### config.mk
export PLATFORM = sky130hd
export DESIGN_NAME = ets_sweep_sequencer
export DESIGN_NICKNAME = d
export VERILOG_FILES = /design/src/rtl/picoview_pkg.sv /design/src/rtl/ets_sweep_timer.sv /design/src/rtl/ets_sweep_sequencer.sv
export SDC_FILE = /design/constraint.sdc
export NUM_CORES = 1
export LEC_CHECK = 0
export BUFFER_PORTS_ARGS = -buffer_cell sky130_fd_sc_hd__buf_2
export CAP_MARGIN = 0
export CELL_PAD_IN_SITES_DETAIL_PLACEMENT = 0
export CELL_PAD_IN_SITES_GLOBAL_PLACEMENT = 1
export CORE_ASPECT_RATIO = 1.5
export CORE_MARGIN = 2
export CORE_UTILIZATION = 44
export DETAILED_ROUTE_END_ITERATION = 8
export PLACE_DENSITY_LB_ADDON = 0.1
export SLEW_MARGIN = 40
export SYNTH_ARGS = -nofsm -noshare
export SYNTH_HDL_FRONTEND = slang
export SYNTH_HIERARCHICAL = 1
export SYNTH_SLANG_ARGS = --single-unit
### constraint.sdc
create_clock -name clk -period 5.4 [get_ports clk]
set_input_delay 0.54 -clock clk [delete_from_list [all_inputs] [get_ports clk]]
set_output_delay 0.54 -clock clk [all_outputs]
set_load 0.005 [all_outputs]
### src/rtl/picoview_pkg.sv
// Shared definitions for the picoview ETS front end.
// State codes, defaults and control-register bit positions.
package picoview_pkg;

  localparam logic [2:0] ST_IDLE   = 3'd0;
  localparam logic [2:0] ST_SETTLE = 3'd1;
  localparam logic [2:0] ST_RUN    = 3'd2;
  localparam logic [2:0] ST_WAIT   = 3'd3;
  localparam logic [2:0] ST_EMIT   = 3'd4;
  localparam logic [2:0] ST_STEP   = 3'd5;

  typedef enum logic [2:0] {
    S_IDLE   = ST_IDLE,
    S_SETTLE = ST_SETTLE,
    S_RUN    = ST_RUN,
    S_WAIT   = ST_WAIT,
    S_EMIT   = ST_EMIT,
    S_STEP   = ST_STEP
  } sweep_state_t;

  localparam int DEF_SETTLE_CYCLES = 64;
  localparam int DEF_TIMEOUT_WIDTH = 24;

  localparam int CTRL_SWEEP_START_BIT = 8;
  localparam int CTRL_SWEEP_ABORT_BIT = 9;

endpackage

### src/rtl/ets_sweep_timer.sv
// Loadable up-counter with clear, enable and terminal compare.
// hit is high while the count equals limit.
module ets_sweep_timer #(
  parameter int W = 8
) (
  input  logic         clk,
  input  logic         rst_n,
  input  logic         clear,
  input  logic         load,
  input  logic [W-1:0] load_value,
  input  logic         enable,
  input  logic [W-1:0] limit,
  output logic         hit
);

  logic [W-1:0] count;

  // clear beats load beats count
  always_ff @(posedge clk or negedge rst_n) begin
    if (!rst_n) begin
      count <= '0;
    end else if (clear) begin
      count <= '0;
    end else if (load) begin
      count <= load_value;
    end else if (enable) begin
      count <= count + 1'b1;
    end
  end

  assign hit = (count == limit);

endmodule

### src/rtl/ets_sweep_sequencer.sv
// Equivalent-time sampling sweep sequencer.
// Settle, run, wait, emit and step for each phase position.
module ets_sweep_sequencer
  import picoview_pkg::*;
#(
  parameter int RESULT_WIDTH  = 32,
  parameter int STEP_WIDTH    = 16,
  parameter int SETTLE_CYCLES = DEF_SETTLE_CYCLES,
  parameter int TIMEOUT_WIDTH = DEF_TIMEOUT_WIDTH
) (
  input  logic                     clk,
  input  logic                     rst_n,
  input  logic                     start,
  input  logic                     abort,
  input  logic [STEP_WIDTH-1:0]    num_steps,
  input  logic [TIMEOUT_WIDTH-1:0] timeout_limit,
  input  logic                     locked,
  input  logic                     result_ready,
  input  logic [RESULT_WIDTH-1:0]  result,
  output logic                     phase_step,
  output logic                     request_run,
  output logic                     sample_valid,
  output logic [RESULT_WIDTH-1:0]  sample_data,
  output logic [STEP_WIDTH-1:0]    sample_index,
  input  logic                     sample_ready,
  output logic                     busy,
  output logic                     done,
  output logic                     error
);

  localparam int SCW = $clog2(SETTLE_CYCLES) + 1;
  localparam logic [SCW-1:0] SETTLE_LAST =
    SCW'(SETTLE_CYCLES - 1);

  sweep_state_t state, next;

  logic [STEP_WIDTH-1:0]    steps_q;
  logic [STEP_WIDTH-1:0]    index;
  logic [TIMEOUT_WIDTH-1:0] tl_q;

  logic settle_hit;
  logic to_hit;
  logic last;

  logic accept;
  logic capture;
  logic advance;
  logic done_set;
  logic err_set;

  assign last = (index == steps_q - 1'b1);

  ets_sweep_timer #(.W(SCW)) u_settle (
    .clk        (clk),
    .rst_n      (rst_n),
    .clear      ((state != S_SETTLE) || !locked),
    .load       (1'b0),
    .load_value ('0),
    .enable     ((state == S_SETTLE) && locked),
    .limit      (SETTLE_LAST),
    .hit        (settle_hit)
  );

  ets_sweep_timer #(.W(TIMEOUT_WIDTH)) u_timeout (
    .clk        (clk),
    .rst_n      (rst_n),
    .clear      (state != S_WAIT),
    .load       (1'b0),
    .load_value ('0),
    .enable     ((state == S_WAIT) && !result_ready),
    .limit      (tl_q - 1'b1),
    .hit        (to_hit)
  );

  // next state and one-cycle actions; abort overrides all
  always_comb begin
    next     = state;
    accept   = 1'b0;
    capture  = 1'b0;
    advance  = 1'b0;
    done_set = 1'b0;
    err_set  = 1'b0;
    if (state == S_IDLE) begin
      if (start && !abort) begin
        if (num_steps == '0) begin
          done_set = 1'b1;
        end else begin
          accept = 1'b1;
          next   = S_SETTLE;
        end
      end
    end else if (abort) begin
      next = S_IDLE;
    end else begin
      unique case (state)
        S_SETTLE: begin
          if (locked && settle_hit) next = S_RUN;
        end
        S_RUN: next = S_WAIT;
        S_WAIT: begin
          if (result_ready) begin
            capture = 1'b1;
            next    = S_EMIT;
          end else if (tl_q != '0 && to_hit) begin
            err_set  = 1'b1;
            done_set = 1'b1;
            next     = S_IDLE;
          end
        end
        S_EMIT: begin
          if (sample_ready) begin
            if (last) begin
              done_set = 1'b1;
              next     = S_IDLE;
            end else begin
              advance = 1'b1;
              next    = S_STEP;
            end
          end
        end
        S_STEP: next = S_SETTLE;
        default: next = S_IDLE;
      endcase
    end
  end

  // state plus registered outputs decoded from next state
  always_ff @(posedge clk or negedge rst_n) begin
    if (!rst_n) begin
      state        <= S_IDLE;
      busy         <= 1'b0;
      request_run  <= 1'b0;
      phase_step   <= 1'b0;
      sample_valid <= 1'b0;
      done         <= 1'b0;
    end else begin
      state        <= next;
      busy         <= (next != S_IDLE);
      request_run  <= (next == S_RUN);
      phase_step   <= (next == S_STEP);
      sample_valid <= (next == S_EMIT);
      done         <= done_set;
    end
  end

  // sweep parameters, index, capture and sticky error
  always_ff @(posedge clk or negedge rst_n) begin
    if (!rst_n) begin
      steps_q      <= '0;
      tl_q         <= '0;
      index        <= '0;
      error        <= 1'b0;
      sample_data  <= '0;
      sample_index <= '0;
    end else begin
      if (accept) begin
        steps_q <= num_steps;
        tl_q    <= timeout_limit;
        index   <= '0;
        error   <= 1'b0;
      end
      if (err_set) error <= 1'b1;
      if (capture) begin
        sample_data  <= result;
        sample_index <= index;
      end
      if (advance) index <= index + 1'b1;
    end
  end

endmodule

==> results of run 1 <==
[power by group through the flow]
stage               clock (mW)  sequential, mW  combinational (mW)
finish                    1.14            1.28               0.432
global placement             0            1.30               0.422
global route              1.21            1.30               0.481
detailed placement           0            1.30               0.434
CTS                       1.17            1.28               0.435
floorplan                    0            1.26               0.312
[synth_stat cells (all sizes together) (2+ instances only)]
| master | number | share of area [%] |
|---|---|---|
| a31oi | 14 | 1.2 |
| or3 | 15 | 1.2 |
| nor3 | 20 | 1.4 |
| o22ai | 3 | 0.24 |
| ha | 5 | 0.79 |
| mux2i | 6 | 0.76 |
| conb | 2 | 0.095 |
| dfrtp | 144 | 46 |
| nand2b | 8 | 0.63 |
| nand4 | 16 | 1.5 |
| nand3b | 3 | 0.29 |
| nor2 | 42 | 2.0 |
| o21ai | 21 | 1.3 |
| or4b | 3 | 0.43 |
| a32oi | 3 | 0.33 |
| and3 | 11 | 0.87 |
| a311oi | 7 | 0.78 |
| o41ai | 2 | 0.22 |
| o31ai | 4 | 0.38 |
| or2b | 10 | 0.95 |
| or4 | 9 | 0.95 |
| and2 | 2 | 0.16 |
| and4 | 2 | 0.22 |
| nand3 | 15 | 1.2 |
| nor4 | 28 | 2.4 |
| inv | 20 | 0.95 |
| xnor2 | 40 | 4.4 |
| a21oi | 23 | 1.5 |
| mux2 | 82 | 12 |
| nor2b | 4 | 0.32 |
| a21boi | 2 | 0.19 |
| o31a | 3 | 0.33 |
| xor2 | 47 | 5.2 |
| nand4b | 2 | 0.22 |
| nor3b | 3 | 0.29 |
| clkbuf | 20 | 0.97 |
| a211oi | 11 | 1.0 |
| buf | 19 | 1.4 |
| nand2 | 51 | 2.5 |
| o211ai | 7 | 0.67 |
| a21o | 4 | 0.40 |
[how the worst max path moves through the flow]
stage                      endpoint  cells past startpoint  slack [ns]
after CTS                  index[9]                     16        0.83
after global placement    index[13]                     16        0.93
after floorplan            index[9]                     19        1.47
after detailed placement   index[9]                     16        0.85
after global routing      index[10]                     16        0.36
final                      index[9]                     16        0.85
[routing by layer]
metal | up-vias | share of wire (%) | global-route usage [%]
met5 | - | 0 | 0
met4 | 0 | 1.8 | 7.158
met3 | 25 | 1.9 | 3.348
met2 | 84 | 57 | 41.73
met1 | 3083 | 39 | 24.68
li1 | 2983 | - | -
[through the flow]
step / setup slack [ns] / std cells / utilization [%]
detailed placement: 0.8494 / 1108 / 49.87
CTS: 0.8312 / 1140 / 53.07
floorplan: 1.466 / 794 / -
finish: 0.8492 / 1140 / 53.08
global route: 0.3624 / 1140 / 53.08
global placement: 0.9285 / 1107 / 49.75
[sequential cells by signal (all words and copies together), names as in the netlist, 3 cells and up]
name and cells:
sample_data 32, tl_q 24, u_timeout/count 24, index 16
sample_index 16, steps_q 16, u_settle/count 7, state 3
[cell type report]
| class | instances | area, sq um |
|---|---|---|
| multi-input combinational | 591 | 4219 |
| sequential | 144 | 3603 |
| tap | 217 | 271.5 |
| clock inverter | 14 | 128.9 |
| timing repair buffer | 136 | 706.9 |
| fill | 1647 | 8348 |
| inverter | 20 | 75.07 |
| clock buffer | 18 | 439.2 |
[kinds of logic after synthesis]
kind of cell	synth area share, %
other cells	0.09515
fa+ha+maj	0.7926
mux	12.46
xor+xnor	9.654
flops	45.66
simple gates	17.85
buf+inv	3.297
compound gates	10.19
==> results.md, run 1 <==
* Pins Over Slew Limit at 0
* Worst reg2reg endpoint: index[9]
* Crit. End Element: flip-flop
* Gate power share at 15.1%
* DP HPWL at 15.12 mm
* Crit path max fanout at 12
* Peak VDD IR at 0.1696 mV
* Total CTS buffers at 17
* Clock skew at 0.01075 ns
* Routed vias/inst at 5.417
* Reg2reg setup slack at 0.85 ns
* Die H at 168.0 microns
* Critical path data arrival time at 4.88 ns
* Min Tclk post-route at 4.551 ns
* Iteration-0 DRC Markers at 325
* WL final at 20.41 mm
* CTS tree: built
* Cell Pwr Density at 302.3 nW/um^2
* Clk Latency, worst-skew pair at 0.42 ns
* CTS Root Buffer Type: clkbuf_16
* Drt drc at 0
* CTS-repair resized insts at 0
* Top FF cell, synth: dfrtp_1
* FMAX at 219.7 MHz
* Die ar. at 19050 sq um
* Worst Reg-to-Reg Cells at 16
* Layout cells sized above 1 at 29.47%
* CTS Hold Buffers Added at 0
* Bufs and invs on worst path at 0
* Worst slew margin at 42.04%
* Crit share post-route at 84.27%
* CORE AREA at 17790 sq um
* Top-level port count at 133
* First-pass GRT wire length at 33.09 mm
* Synth Register Bits at 144
* WP data required at 5.73 ns
* Synth Instances at 748
* HP Class: input pin to async pin
* Clk pwr share at 39.9%
* Clock Tree Buf Depth at 2
* Diodes inserted at 0
* GRT Overall Usage at 21.94%
* Setup TNS at 0 ns
* Mapped Area at 7893 sq um
* Internal Power at 2.028 mW
* Drt wl/cell at 17.90 microns
* Post-synthesis cell type count at 73
* CP Cell Sequence: nor4_1 -> nand2_1 -> or3_1 -> or3_1 -> nor4_1 -> xor2_1 -> xor2_1 -> nor4_1 -> nand4_1 -> nor3_1 -> o41ai_1 -> a221oi_1 -> or3_1 -> a21o_1 -> nand2_2 -> a31oi_1
* Type of the worst setup path: flip-flop to flip-flop
* Post-detailed-route count of antenna-violating nets at 0
* Asr flop ratio synth at 100.0%
* Starting Density at 44.36%
* Area grow syn2layout at 19.66%
* Final total power at 2.855 mW
* Crit-path slowest cell: or3_1
* Clock edge transition at the registers on the reported setup and hold paths at 0.06 ns
* # clock sinks at 144
* Final setup vio count at 0
* Final hold violation count at 0
* Syn. warnings at 6
* Dpl cell area at 8874 sq um
* Routed via count at 6175
* Setup crit start: tl_q[3]
* Number of global-route vias before repair at 6298
* Outcome: finished clean
* Switching Fraction at 28.96%
* Die W at 113.4 microns
* DRT Pass-1 Iters at 4
* Register area share after synthesis at 45.66%
* RSZ-0062 raised after global routing: no
* P_sw at 826.6 uW
* PortBufs at 132
* Pin count of the biggest net entering global routing at 88
* Final Instance Area at 9444 sq um
* Most frequent cells in the layout: 144 x dfrtp_1, 131 x buf_2, 82 x mux2_2
* Slew @ Worst Pin at 0.8622 ns
* # rows at 60
* Crit-path leading delay family: simple AND/OR/NAND/NOR gates
* Hold slack at 0.1766 ns
* Reg2reg start: tl_q[3]
* Number of synthesized flops with an enable pin at 0
* Most common cell after layout, fill and taps aside: dfrtp_1
* Post-CTS Setup Bufs at 0
* Synth Area per Inst at 10.55 sq um
* NumNets Final at 994
* Initial antenna violation count at 0
* Max stage delay on crit path at 0.47 ns
* MaxCap Viol Count at 0
* Gr ovfl total at 0
* Leak pwr at 4.412 nW
* GP Congestion at 0.8662
* Crit start category: flip-flop
* CTS H-tree lvls at 4
* Share of power burned in registers at 45.0%
Power figures use the tool's default switching activity.
==> run 2: changes to the inputs <==
==> constraint.sdc (replaced) <==
create_clock -name clk -period 4.46 [get_ports clk]
set_input_delay 0.446 -clock clk [delete_from_list [all_inputs] [get_ports clk]]
set_output_delay 0.446 -clock clk [all_outputs]
set_load 0.005 [all_outputs]
==> results.md, run 2 (synthesis gave the netlist of run 1 again) <==
* CTS Root Buffer Type: clkbuf_16
* Slew @ Worst Pin at 0.6640 ns (-0.1983 ns)
* Cell Pwr Density at 374.9 nW/um^2 (+24%)
* First-pass GRT wire length at 33.35 mm (+0.81%)
* Most common cell after layout, fill and taps aside: dfrtp_1
* Crit-path slowest cell: or3_1
* Number of global-route vias before repair at 6451 (+2.4%)
* Total CTS buffers at 17 (unchanged)
* CTS-repair resized insts at 0 (unchanged)
* # rows at 60 (unchanged)
* DRT Pass-1 Iters at 5 (+1)
* Clk Latency, worst-skew pair at 0.43 ns (about the same)
* Biggest registers after layout: sample_data: 32 flops, tl_q: 24 flops, u_timeout/count: 24 flops
* Critical path data arrival time at 4.52 ns (-0.36 ns)
* Final hold violation count at 0 (unchanged)
* Min Tclk post-route at 4.218 ns (-0.3326 ns)
* CTS tree: built
* CORE AREA at 17790 sq um (unchanged)
* MaxCap Viol Count at 0 (unchanged)
* HP Class: input pin to async pin
* Layout cells sized above 1 at 30.03% (+0.56 points)
* Peak VDD IR at 0.2386 mV (+41%)
* Post-placement cell count at 1114 (+0.54%)
* CTS H-tree lvls at 4 (unchanged)
* Outcome: finished clean
* Pins Over Slew Limit at 0 (unchanged)
* Pin count of the biggest net entering global routing at 65 (-26%)
* Setup TNS at 0 ns (unchanged)
* Clock Tree Buf Depth at 2 (unchanged)
* Worst slew margin at 55.74% (+14 points)
* FMAX at 237.1 MHz (+7.9%)
* GRT Overall Usage at 22.37% (+0.43 points)
* Leak pwr at 4.473 nW (+1.4%)
* Initial antenna violation count at 0 (unchanged)
* Max reg flops at 32 (unchanged)
* DP HPWL at 15.46 mm (+2.2%)
* Area grow syn2layout at 21.27%
* Gr ovfl total at 0 (unchanged)
* Most frequent cells in the layout: 144 x dfrtp_1, 131 x buf_2, 82 x mux2_2
* WP data required at 4.76 ns (-0.97 ns)
* Crit start category: flip-flop
* PortBufs at 132 (unchanged)
* Die ar. at 19050 sq um (unchanged)
* Final Instance Count excl. Fillers at 1146 (+0.53%)
* # clock sinks at 144 (unchanged)
* Dpl cell area at 8937 sq um (+0.72%)
* GP Congestion at 0.8863 (+2.3%)
* Final worst setup slack at 0.2418 ns (-0.6074 ns)
* Final total power at 3.588 mW (+26%)
* Max stage delay on crit path at 0.45 ns (-0.02 ns)
* Crit path max fanout at 5 (-7)
* Starting Density at 44.36% (unchanged)
* Iteration-0 DRC Markers at 280 (-14%)
* CP Cell Sequence: nor4_1 -> buf_4 -> nand2_1 -> or3_1 -> or3_1 -> nor4_1 -> xor2_1 -> xor2_1 -> nor4_1 -> nand4_1 -> nor3_2 -> o41a_1 -> nand3_1 -> a31oi_1 -> o21ai_0 -> or3_1
* Clock skew at 0.009299 ns (-0.001452 ns)
* Hold slack at 0.009077 ns (-0.1675 ns)
* Die W at 113.4 microns (unchanged)
* Top-level port count at 133 (unchanged)
* Dpl ws at 0.2067 ns (-0.6427 ns)
* Most flops, register: sample_data
* Post-CTS Setup Bufs at 0 (unchanged)
* Post-detailed-route count of antenna-violating nets at 0 (unchanged)
* Routed vias/inst at 5.462 (+0.85%)
* Routed via count at 6260 (+1.4%)
* Crit. End Element: flip-flop
* NumNets Final at 1000 (+0.60%)
* Final Instance Area at 9572 sq um (+1.4%)
* Die H at 168.0 microns (unchanged)
* Diodes inserted at 0 (unchanged)
* Layout Utilization at 53.80% (+0.72 points)
* Crit share post-route at 94.58% (+10 points)
* Clock edge transition at the registers on the reported setup and hold paths at 0.06 ns (about the same)
* WL final at 20.80 mm (+1.9%)
* Type of the worst setup path: flip-flop to flip-flop
* Drt wl/cell at 18.15 microns (+1.4%)
* Final setup vio count at 0 (unchanged)
* CTS Hold Buffers Added at 0 (unchanged)
* Drt drc at 0 (unchanged)
## run 2: final cells by class
cell class                 instances  area [sq um]
fill                            1613          8220
multi-input combinational        591          4249
sequential                       144          3603
timing repair buffer             142         762.0
clock buffer                      18         429.2
tap                              217         271.5
clock inverter                    14         181.4
inverter                          20         75.07
## run 2: critical path, delay by kind of cell, from the launching register on
kind	cells	cell delay, ns
flip-flops	1	0.42
XOR/XNOR	2	0.31
buffers and inverters	1	0.17
AND/OR/NAND/NOR	10	2.64
AO/OA/AOI/OAI	3	0.56
## run 2: routing by layer
| metal | GRT usage (%) | wire length [microns] | vias to the layer above |
|---|---|---|---|
| met3 | 4.104 | 537 | 43 |
| met4 | 9.544 | 677 | 0 |
| li1 | - | - | 2995 |
| met5 | 0 | 0 | - |
| met2 | 41.92 | 11700 | 106 |
| met1 | 24.31 | 7884 | 3116 |
## run 2: path summary, 6_finish.rpt
check / start / end / slack, ns / cells after the start
hold reg to reg: sample_index[7] / sample_index[7] / 0.50 / 2
hold / removal: rst_n / tl_q[20] / 0.009 / 1
max in group asynchronous: rst_n / steps_q[9] / 3.44 / 2
min in group clk: result[26] / sample_data[26] / 0.25 / 2
setup reg to reg: tl_q[5] / busy / 0.24 / 16
setup / recovery: tl_q[5] / busy / 0.24 / 16
## run 2: report_power, final
part | internal (mW) | switching (mW) | leakage [nW]
registers | 1.41 | 0.144 | 1.90
logic | 0.262 | 0.284 | 2.28
clock network | 0.890 | 0.598 | 0.289
